--- src/rtl/params_pkg.sv ---
// Shared widths and the redirect FSM/kind types used by the redirect unit and its target calculator.
package params_pkg;

  localparam int ADDR_WIDTH = 6;
  localparam int MEM_SIZE   = 64;

  typedef enum logic [1:0] {RD_IDLE, RD_ISSUE, RD_HOLD} redirect_state_t;
  typedef enum logic {RD_JUMP, RD_BRANCH} redirect_kind_t;

endpackage

--- src/rtl/redirect_target_calc.sv ---
// Combinational target calculation: wrapped PC-relative branch target and modulo jump target.
module redirect_target_calc
  import params_pkg::*;
#(
  parameter int ADDR_WIDTH   = params_pkg::ADDR_WIDTH,
  parameter int MEM_SIZE     = params_pkg::MEM_SIZE,
  parameter int OFFSET_WIDTH = 12
) (
  input  logic [ADDR_WIDTH-1:0]   ex_pc_i,
  input  logic [OFFSET_WIDTH-1:0] ex_offset_i,
  input  logic [ADDR_WIDTH-1:0]   jump_target_i,
  output logic [ADDR_WIDTH-1:0]   branch_target_o,
  output logic [ADDR_WIDTH-1:0]   jump_target_o
);

  // Wide enough that pc + 1 + offset can never overflow before the modulo is applied.
  localparam int SUM_W = ((ADDR_WIDTH > OFFSET_WIDTH) ? ADDR_WIDTH : OFFSET_WIDTH) + 2;
  localparam logic signed [SUM_W-1:0] MEM_S = SUM_W'(MEM_SIZE);
  localparam logic signed [SUM_W-1:0] ONE_S = SUM_W'(1);
  localparam logic [ADDR_WIDTH:0]     MEM_U = (ADDR_WIDTH + 1)'(MEM_SIZE);

  logic signed [SUM_W-1:0] pc_ext;
  logic signed [SUM_W-1:0] off_ext;
  logic signed [SUM_W-1:0] sum;
  logic signed [SUM_W-1:0] rem;

  always_comb begin
    pc_ext  = signed'({{(SUM_W - ADDR_WIDTH){1'b0}}, ex_pc_i});
    off_ext = signed'({{(SUM_W - OFFSET_WIDTH){ex_offset_i[OFFSET_WIDTH-1]}}, ex_offset_i});
    sum     = pc_ext + off_ext + ONE_S;
    // Signed remainder keeps the dividend's sign, so a negative result is lifted by one MEM_SIZE.
    rem     = sum % MEM_S;
    if (rem < 0) begin
      rem = rem + MEM_S;
    end
    branch_target_o = ADDR_WIDTH'(rem);
    jump_target_o   = ADDR_WIDTH'({1'b0, jump_target_i} % MEM_U);
  end

endmodule

--- src/rtl/redirect_unit.sv ---
// Arbitrates decode jumps and execute branches into one registered fetch redirect with squash/epoch.
// Optional statistics counters are built when REDIRECT_STATS_EN is defined.
module redirect_unit
  import params_pkg::*;
#(
  parameter int ADDR_WIDTH   = params_pkg::ADDR_WIDTH,
  parameter int MEM_SIZE     = params_pkg::MEM_SIZE,
  parameter int OFFSET_WIDTH = 12
`ifdef REDIRECT_STATS_EN
  ,
  parameter int STAT_WIDTH   = 16
`endif
) (
  input  logic                    clk_i,
  input  logic                    rst_i,
  input  logic                    dec_jump_valid_i,
  input  logic [ADDR_WIDTH-1:0]   dec_jump_target_i,
  input  logic                    ex_branch_valid_i,
  input  logic                    ex_branch_taken_i,
  input  logic [ADDR_WIDTH-1:0]   ex_pc_i,
  input  logic [OFFSET_WIDTH-1:0] ex_offset_i,
  input  logic                    fetch_ready_i,
  output logic                    is_jump_o,
  output logic [ADDR_WIDTH-1:0]   jump_address_o,
  output logic                    alu_branch_taken_o,
  output logic [ADDR_WIDTH-1:0]   pc_branch_offset_o,
  output logic                    squash_o,
  output logic                    epoch_o,
  output logic                    busy_o
`ifdef REDIRECT_STATS_EN
  ,
  output logic [STAT_WIDTH-1:0]   stat_jumps_o,
  output logic [STAT_WIDTH-1:0]   stat_branches_o,
  output logic [STAT_WIDTH-1:0]   stat_hold_cycles_o
`endif
);

  redirect_state_t        state_q, state_d;
  redirect_kind_t         kind_q, kind_d;
  logic [ADDR_WIDTH-1:0]  target_q, target_d;
  logic                   epoch_q, epoch_d;
  logic                   is_jump_q, is_jump_d;
  logic                   br_taken_q, br_taken_d;
  logic [ADDR_WIDTH-1:0]  jump_address_q, jump_address_d;
  logic [ADDR_WIDTH-1:0]  pc_branch_q, pc_branch_d;
  logic                   accept;
  logic                   branch_req;
  logic                   jump_req;
  logic [ADDR_WIDTH-1:0]  branch_target;
  logic [ADDR_WIDTH-1:0]  jump_target;

  redirect_target_calc #(
    .ADDR_WIDTH  (ADDR_WIDTH),
    .MEM_SIZE    (MEM_SIZE),
    .OFFSET_WIDTH(OFFSET_WIDTH)
  ) u_target_calc (
    .ex_pc_i        (ex_pc_i),
    .ex_offset_i    (ex_offset_i),
    .jump_target_i  (dec_jump_target_i),
    .branch_target_o(branch_target),
    .jump_target_o  (jump_target)
  );

  assign branch_req = ex_branch_valid_i && ex_branch_taken_i;
  assign jump_req   = dec_jump_valid_i;

  always_comb begin
    state_d  = state_q;
    kind_d   = kind_q;
    target_d = target_q;
    epoch_d  = epoch_q;
    accept   = 1'b0;
    case (state_q)
      RD_IDLE: begin
        if (branch_req) begin
          kind_d   = RD_BRANCH;
          target_d = branch_target;
          state_d  = RD_ISSUE;
        end else if (jump_req) begin
          kind_d   = RD_JUMP;
          target_d = jump_target;
          state_d  = RD_ISSUE;
        end
      end
      RD_ISSUE, RD_HOLD: begin
        // An older taken branch overrides a pending jump even if fetch is ready: the jump is wrong-path.
        if (kind_q == RD_JUMP && branch_req) begin
          kind_d   = RD_BRANCH;
          target_d = branch_target;
          state_d  = RD_ISSUE;
        end else if (fetch_ready_i) begin
          accept   = 1'b1;
          epoch_d  = ~epoch_q;
          state_d  = RD_IDLE;
        end else begin
          state_d  = RD_HOLD;
        end
      end
      default: state_d = RD_IDLE;
    endcase
    is_jump_d      = (state_d != RD_IDLE) && (kind_d == RD_JUMP);
    br_taken_d     = (state_d != RD_IDLE) && (kind_d == RD_BRANCH);
    jump_address_d = is_jump_d  ? target_d : '0;
    pc_branch_d    = br_taken_d ? target_d : '0;
  end

  always_ff @(posedge clk_i) begin
    if (rst_i) begin
      state_q        <= RD_IDLE;
      kind_q         <= RD_JUMP;
      target_q       <= '0;
      epoch_q        <= 1'b0;
      is_jump_q      <= 1'b0;
      br_taken_q     <= 1'b0;
      jump_address_q <= '0;
      pc_branch_q    <= '0;
    end else begin
      state_q        <= state_d;
      kind_q         <= kind_d;
      target_q       <= target_d;
      epoch_q        <= epoch_d;
      is_jump_q      <= is_jump_d;
      br_taken_q     <= br_taken_d;
      jump_address_q <= jump_address_d;
      pc_branch_q    <= pc_branch_d;
    end
  end

  assign is_jump_o          = is_jump_q;
  assign jump_address_o     = jump_address_q;
  assign alu_branch_taken_o = br_taken_q;
  assign pc_branch_offset_o = pc_branch_q;
  assign squash_o           = accept && !rst_i;
  assign epoch_o            = epoch_q;
  assign busy_o             = (state_q != RD_IDLE);

`ifdef REDIRECT_STATS_EN
  logic [STAT_WIDTH-1:0] jumps_q, jumps_d;
  logic [STAT_WIDTH-1:0] branches_q, branches_d;
  logic [STAT_WIDTH-1:0] holds_q, holds_d;

  // Saturating counters: they stop at all-ones instead of wrapping.
  always_comb begin
    jumps_d    = jumps_q;
    branches_d = branches_q;
    holds_d    = holds_q;
    if (accept && kind_q == RD_JUMP && jumps_q != '1) begin
      jumps_d = jumps_q + 1'b1;
    end
    if (accept && kind_q == RD_BRANCH && branches_q != '1) begin
      branches_d = branches_q + 1'b1;
    end
    if (state_q == RD_HOLD && holds_q != '1) begin
      holds_d = holds_q + 1'b1;
    end
  end

  always_ff @(posedge clk_i) begin
    if (rst_i) begin
      jumps_q    <= '0;
      branches_q <= '0;
      holds_q    <= '0;
    end else begin
      jumps_q    <= jumps_d;
      branches_q <= branches_d;
      holds_q    <= holds_d;
    end
  end

  assign stat_jumps_o       = jumps_q;
  assign stat_branches_o    = branches_q;
  assign stat_hold_cycles_o = holds_q;
`endif

endmodule

--- config.mk ---
export PLATFORM = sky130hd
export DESIGN_NAME = redirect_unit
export DESIGN_NICKNAME = d
export VERILOG_FILES = /design/src/rtl/params_pkg.sv /design/src/rtl/redirect_target_calc.sv /design/src/rtl/redirect_unit.sv
export SDC_FILE = /design/constraint.sdc
export NUM_CORES = 1
export LEC_CHECK = 0
export ABC_AREA = 0
export CAP_MARGIN = 5
export CORE_MARGIN = 3
export CORE_UTILIZATION = 44
export DETAILED_ROUTE_END_ITERATION = 10
export PLACE_DENSITY = 0.88
export SETUP_SLACK_MARGIN = 0.3
export SYNTH_ARGS = -nofsm -noshare
export SYNTH_HDL_FRONTEND = slang
export SYNTH_SLANG_ARGS = --single-unit
--- constraint.sdc ---
create_clock -name clk_i -period 3.3 [get_ports clk_i]
set_input_delay 0.66 -clock clk_i [delete_from_list [all_inputs] [get_ports clk_i]]
set_output_delay 0.66 -clock clk_i [all_outputs]
set_load 0.005 [all_outputs]
Word-level counts from Yosys, hierarchy flattened
Index checks and enable logic that the tools add are counted.

storage, ports and cells
  input bits = 30
  logic and storage cells = 52
  output and inout port bits = 17
  register bits = 24

cells by class
  mux-type cells = 17
  bitwise gates (word level) = 7
  $lt $le $gt $ge = 1
  eq/ne operators = 2
  add/sub/neg operators = 3
  reduce and logical (&&, ||, !) cells = 14

operators with widths
  operator                                             count
  2-to-1 mux 6 bit                                     4
  adder 14 x 2 -> 14 bit (second input constant)       1
  adder 7 x 12 -> 13 bit                               1
  case mux 6 bit (2 select lines)                      1
  2-to-1 mux 2 bit                                     4
  < comparator 7 x 1 -> 1 bit (second input constant)  1
  adder 6 x 1 -> 6 bit (second input constant)         1
  2-to-1 mux 1 bit                                     6
  inverter 1 bit                                       6
  OR reduction 2 bit                                   3
  OR reduction 6 bit                                   1
  logical AND 1 bit                                    5
  case mux 2 bit (2 select lines)                      1
  nonzero test 2 bit                                   2
  AND reduction 3 bit                                  1
  == test 2 x 1 -> 1 bit (second input constant)       1
  == test 2 bit (second input constant)                1
  logical NOT 2 bit                                    1
  case mux 1 bit (2 select lines)                      1
  bitwise AND 1 bit                                    1
  logical NOT 1 bit                                    1

Longest topological paths before layout
  word-level depth = 8
  depth in mapped cells = 9
  gate-level depth less buffers = 8

Modules after synthesis
From an unflattened synthesis, not the netlist that was laid out.

unflattened totals
  cells, all modules = 152
  area, all modules = 1348.8 um2

by module, submodules not included
  module                cells an instance  times used  sequential area each (um2)  area each (um2)
  redirect_unit         119                1           480.5                       1087.3
  redirect_target_calc  33                 1           0.0                         261.5

Worst setup path after synthesis
OpenSTA, ideal clock, no wires.

  path type = input port to flip-flop
  start = input ex_pc_i[0]
  end = register target_q[5]
  stages = 8
  arrival time = 2432 ps
  required time = 3213 ps
  library setup time = 87 ps
  path slack = 781 ps
  cells stage by stage = ha_1 -> fa_1 -> a21o_1 -> a21oi_1 -> xnor2_1 -> nand3_1 -> xnor3_1 -> o31ai_1

on the way
  longest elaborated chain between the ends = 8
  elaborated cells on any way between the ends = 10

ends and longest elaborated chain
  item                                        line                                      RTL
  start: declaration                          redirect_unit.sv:20                       input logic [ADDR_WIDTH-1:0] ex_pc_i,
  adder 7 x 12 -> 13 bit *                    redirect_target_calc.sv:30                sum = pc_ext + off_ext + ONE_S;
  adder 14 x 2 -> 14 bit *                    redirect_target_calc.sv:30
  OR reduction 6 bit (no source line)         --
  bitwise AND 1 bit (no source line)          --
  < comparator 7 x 1 -> 1 bit                 redirect_target_calc.sv:33                if (rem < 0) begin
  2-to-1 mux 6 bit *                          redirect_target_calc.sv:33
  2-to-1 mux 6 bit, on equally long branches  redirect_unit.sv:87, redirect_unit.sv:75
  case mux 6 bit (2 select lines) *           redirect_unit.sv:73                       case (state_q)
  end signal: assignment                      redirect_unit.sv:120                      target_q <= target_d;
  end: declaration                            redirect_unit.sv:40                       logic [ADDR_WIDTH-1:0] target_q, target_d;

Mark *: on every way between the ends. The rest lies on a longest branch, timed or not.
A chain may end at the register's enable or synchronous reset.

Worst setup path in the final report
Ends and elaborated chain as after synthesis.

==> impl.org <==
** Clocking
- Maximum root-to-sink buffer count :: 2
- Root Buffer Master :: sky130_fd_sc_hd__clkbuf_4
- In this run, post-CTS hold repair placed 0 buffers.
- Clock-pin slew was measured on the worst setup and hold paths at between 100 and 150 ps.
- Clock latency at the later pin of the worst-skew pair :: between 300 and 400 ps
- Clock tree synthesis found a total of 24 sinks.
- Total clock buffers created by CTS :: 3
- In this run the post-CTS setup repair buffer count came out at 0.
- Gates resized during post-CTS repair numbered 0.
- Clock tree from TritonCTS :: built
- In this run the number of H-tree levels came out at 1.

** Layout
- Filler cell count :: 213
- The library cell used most frequently in the layout, excluding fill and tap cells, is sky130_fd_sc_hd__clkdlybuf4s50_1.
- At the end of the flow the core is filled with cells to roughly 67%.
- The net count of the finished layout is 219.
- For this run, the number of standard cells in the final layout without fillers is around 210.
- Commonest non-fill, non-tap cells in the layout :: 40 x sky130_fd_sc_hd__clkdlybuf4s50_1, 24 x sky130_fd_sc_hd__dfxtp_1, 21 x sky130_fd_sc_hd__nor2_1
- The repair_antennas step left the layout with diodes totalling 0.
- Synth-to-Final Area Change :: 36.6%
- In the final layout, the share of cells above drive strength 1 is a little under 8%.

** GRT
- Antenna violations before repair :: 0
- The first global-routing pass estimated 5040 um of wire.
- Vias in the first global route :: 1176
- Overall global routing resource usage :: 18.3%
- After global routing the overflow that remains totals 0.
- Largest net degree at the start of global routing :: 15

** STA
- Actual slew at the worst max-slew pin :: 436 ps
- Achievable Freq :: about 0.35 GHz
- The routed design could run at a clock period as short as 2850 ps.
- RSZ-0062 raised after global routing :: no
- The worst path uses between 80% and 90% of the clock period.
- The worst pin sits at a relative slew slack of between 70 and 80%.
- Setup total negative slack on the finished layout was measured at 0 ps.
- Max Clock Skew :: 4.89 ps
- Number of max-slew violations in the final report :: 0
- Setup violation total in the final timing report :: 0
- The number of failing hold endpoints at the final stage is 0.

** Synth
- After technology mapping, the gate count stands at around 140.
- Post-Synthesis Cell Area :: roughly 0.0013 mm2
- Register bit count reported by yosys :: 24
- Counting flops with a built-in enable in the synthesized netlist gives 0.
- Part of the Yosys area used for sequential elements :: between 30% and 40%
- The Yosys step of the flow raised 0 warnings.
- The most used flip-flop cell after synthesis is sky130_fd_sc_hd__dfxtp_1.
- Number of distinct library cells after synthesis :: between 40 and 50
- Share of flip-flops with an asynchronous set or reset after synthesis :: 0%
- Nets in the synthesized netlist :: between 150 and 200
- Average cell area after synthesis :: 9.23 um2

** Route
- Drt wl/cell :: 14.6 um
- Before antenna repair, the detailed router went through 4 iterations.
- The detail route stage leaves a number of antenna-violating nets equal to 0.
- Routed Wire Length :: 3050 um
- In the routed design, unresolved DRC markers number 0.
- The final route contains between 1000 and 1500 vias.
- In the routed layout, each cell is associated on average with a via count of 5.72.
- The detailed router finished its first iteration with 29 violations.

** Pwr
- In this run the power density over the cells is ~470 mW/mm2.
- VDD sags by at most approximately 0.34 mV.
- Post-route total power :: between 0.0008 and 0.0009 W
- Summed over all cells, the static leakage comes to 0.749 nW.

** Die
- Number of core rows :: 18
- 47 I/O pins were placed.
- The floorplan step defined a die boundary enclosing approximately 0.0036 mm2.
- Starting utilization of the core area :: 49.1%
- Die extent in x :: roughly 60 um
- Height of the die :: 60.0 um
- The core region is ~0.0026 mm2.

** Critical path
- Worst-path cell with the longest stage delay :: sky130_fd_sc_hd__clkdlybuf4s50_1
- Crit path largest cell delay :: around 420 ps
- Critical Path Start Type :: input port
- By startpoint and endpoint, the worst setup path is classified as in2reg.
- Critical Path, Cell by Cell :: clkdlybuf4s50_1 -> ha_1 -> fa_1 -> a21o_1 -> a21oi_1 -> xnor2_1 -> nand3_1 -> xnor3_1 -> o31ai_1
- In this run the worst path has a maximum fanout of 2.
- Critical path arrival :: a little over 3000 ps
- STA classifies the critical path endpoint as a register.
- Worst endpoint required time :: roughly 3500 ps

** Place
- The wire-length estimate of the detail-placed layout is between 2000 and 2500 um.
- Cells after DPL :: roughly 210
- I/O Buffers :: 40
- At the end of routability-driven placement, the weighted congestion stood at around 0.94.

** Min path
- In this run the worst hold path is classified as reg2reg.

** Outcome
- The run finished with clean final reports.

** Run
- Max-capacitance violation count :: 0
-- through the flow --
| step | hold WS, ps | setup WS (ps) | area [um2] |
|---|---|---|---|
| detailed placement | 487 | 101 | 1700 |
| global placement | 484 | 260 | 1700 |
| finish | 526 | 449 | 1750 |
| global route | 564 | 338 | 1750 |
| CTS | 529 | 466 | 1750 |
| floorplan | 462 | 781 | 1280 |
-- synth_stat cells, types with 2 or more instances --
library cell | number | area share [%]
sky130_fd_sc_hd__or2_2 | 2 | 0.98
sky130_fd_sc_hd__xnor3_1 | 2 | 3.5
sky130_fd_sc_hd__a21o_1 | 4 | 2.3
sky130_fd_sc_hd__xor2_1 | 4 | 2.7
sky130_fd_sc_hd__o21a_1 | 2 | 1.2
sky130_fd_sc_hd__a311oi_1 | 2 | 1.4
sky130_fd_sc_hd__a211o_1 | 2 | 1.4
sky130_fd_sc_hd__inv_1 | 6 | 1.8
sky130_fd_sc_hd__nand3b_1 | 2 | 1.2
sky130_fd_sc_hd__dfxtp_1 | 24 | 37
sky130_fd_sc_hd__nand3_1 | 4 | 1.6
sky130_fd_sc_hd__mux2_2 | 4 | 3.5
sky130_fd_sc_hd__nand2_1 | 5 | 1.5
sky130_fd_sc_hd__a21oi_1 | 14 | 5.5
sky130_fd_sc_hd__ha_1 | 8 | 7.8
sky130_fd_sc_hd__buf_2 | 2 | 0.78
sky130_fd_sc_hd__clkbuf_1 | 2 | 0.59
sky130_fd_sc_hd__o21ai_0 | 3 | 1.2
sky130_fd_sc_hd__xnor2_1 | 3 | 2.0
sky130_fd_sc_hd__nor2b_1 | 2 | 0.98
sky130_fd_sc_hd__nor2_1 | 21 | 6.1
sky130_fd_sc_hd__a2bb2oi_1 | 2 | 1.4
-- per-layer routing --
metal  up-vias  global-route usage [%]  routed length, um
li1        576                       -                  -
met1       556                    20.8               1100
met2        58                    33.5               1670
met3         6                    4.10                239
met4         0                    5.38                 39
met5         -                       0                  0
-- layout make-up --
class | count | area, um2 | share of cell area, %
Clock buffer | 3 | 22.5 | 1.29
Inverter | 6 | 22.5 | 1.29
Multi-Input combinational cell | 104 | 751 | 42.9
Tap cell | 30 | 37.5 | 2.14
Clock inverter | 1 | 30.0 | 1.71
Timing Repair Buffer | 41 | 408 | 23.3
Sequential cell | 24 | 480 | 27.4
-- path summary, 6_finish.rpt --
| kind | startpoint | endpoint | slack, ps | cells after the start |
|---|---|---|---|---|
| min | target_q[1] | jump_address_o[1] | 530 | 2 |
| min reg2reg | target_q[1] | jump_address_o[1] | 530 | 2 |
| max reg2reg | state_q[1] | pc_branch_offset_o[5] | 1070 | 8 |
| max | ex_pc_i[0] | target_q[5] | 450 | 9 |
-- worst max-delay path: cells and delay by family --
kind / cells / cell delay (ps)
adder cells (fa/ha/maj): 2 / 650
AND/OR/NAND/NOR: 1 / 110
XOR/XNOR: 2 / 600
buffers and inverters: 1 / 420
AO/OA/AOI/OAI: 3 / 640
-- state kept, by name (all words and copies together) (netlist names) --
name / cells
state_q: 2
pc_branch_offset_o: 6
kind_q: 1
epoch_o: 1
jump_address_o: 6
is_jump_o: 1
target_q: 6
alu_branch_taken_o: 1
-- cells by family after synthesis --
kind of cell / share of synthesized area [%]
DFF: 37.5
buffers and inverters: 4.00
AOI/OAI and AO/OA: 21.9
xor gates and xnor gates: 8.29
adders and majority gates: 9.37
muxes: 3.51
and+or+nand+nor: 15.5
-- power breakdown --
| group | total (W) | switching [W] | internal [W] |
|---|---|---|---|
| Clock | 0.000211 | 0.0000887 | 0.000123 |
| Sequential | 0.000334 | 0.0000129 | 0.000321 |
| Combinational | 0.000270 | 0.000127 | 0.000142 |
No activity file was read; power rests on OpenSTA's default activity.
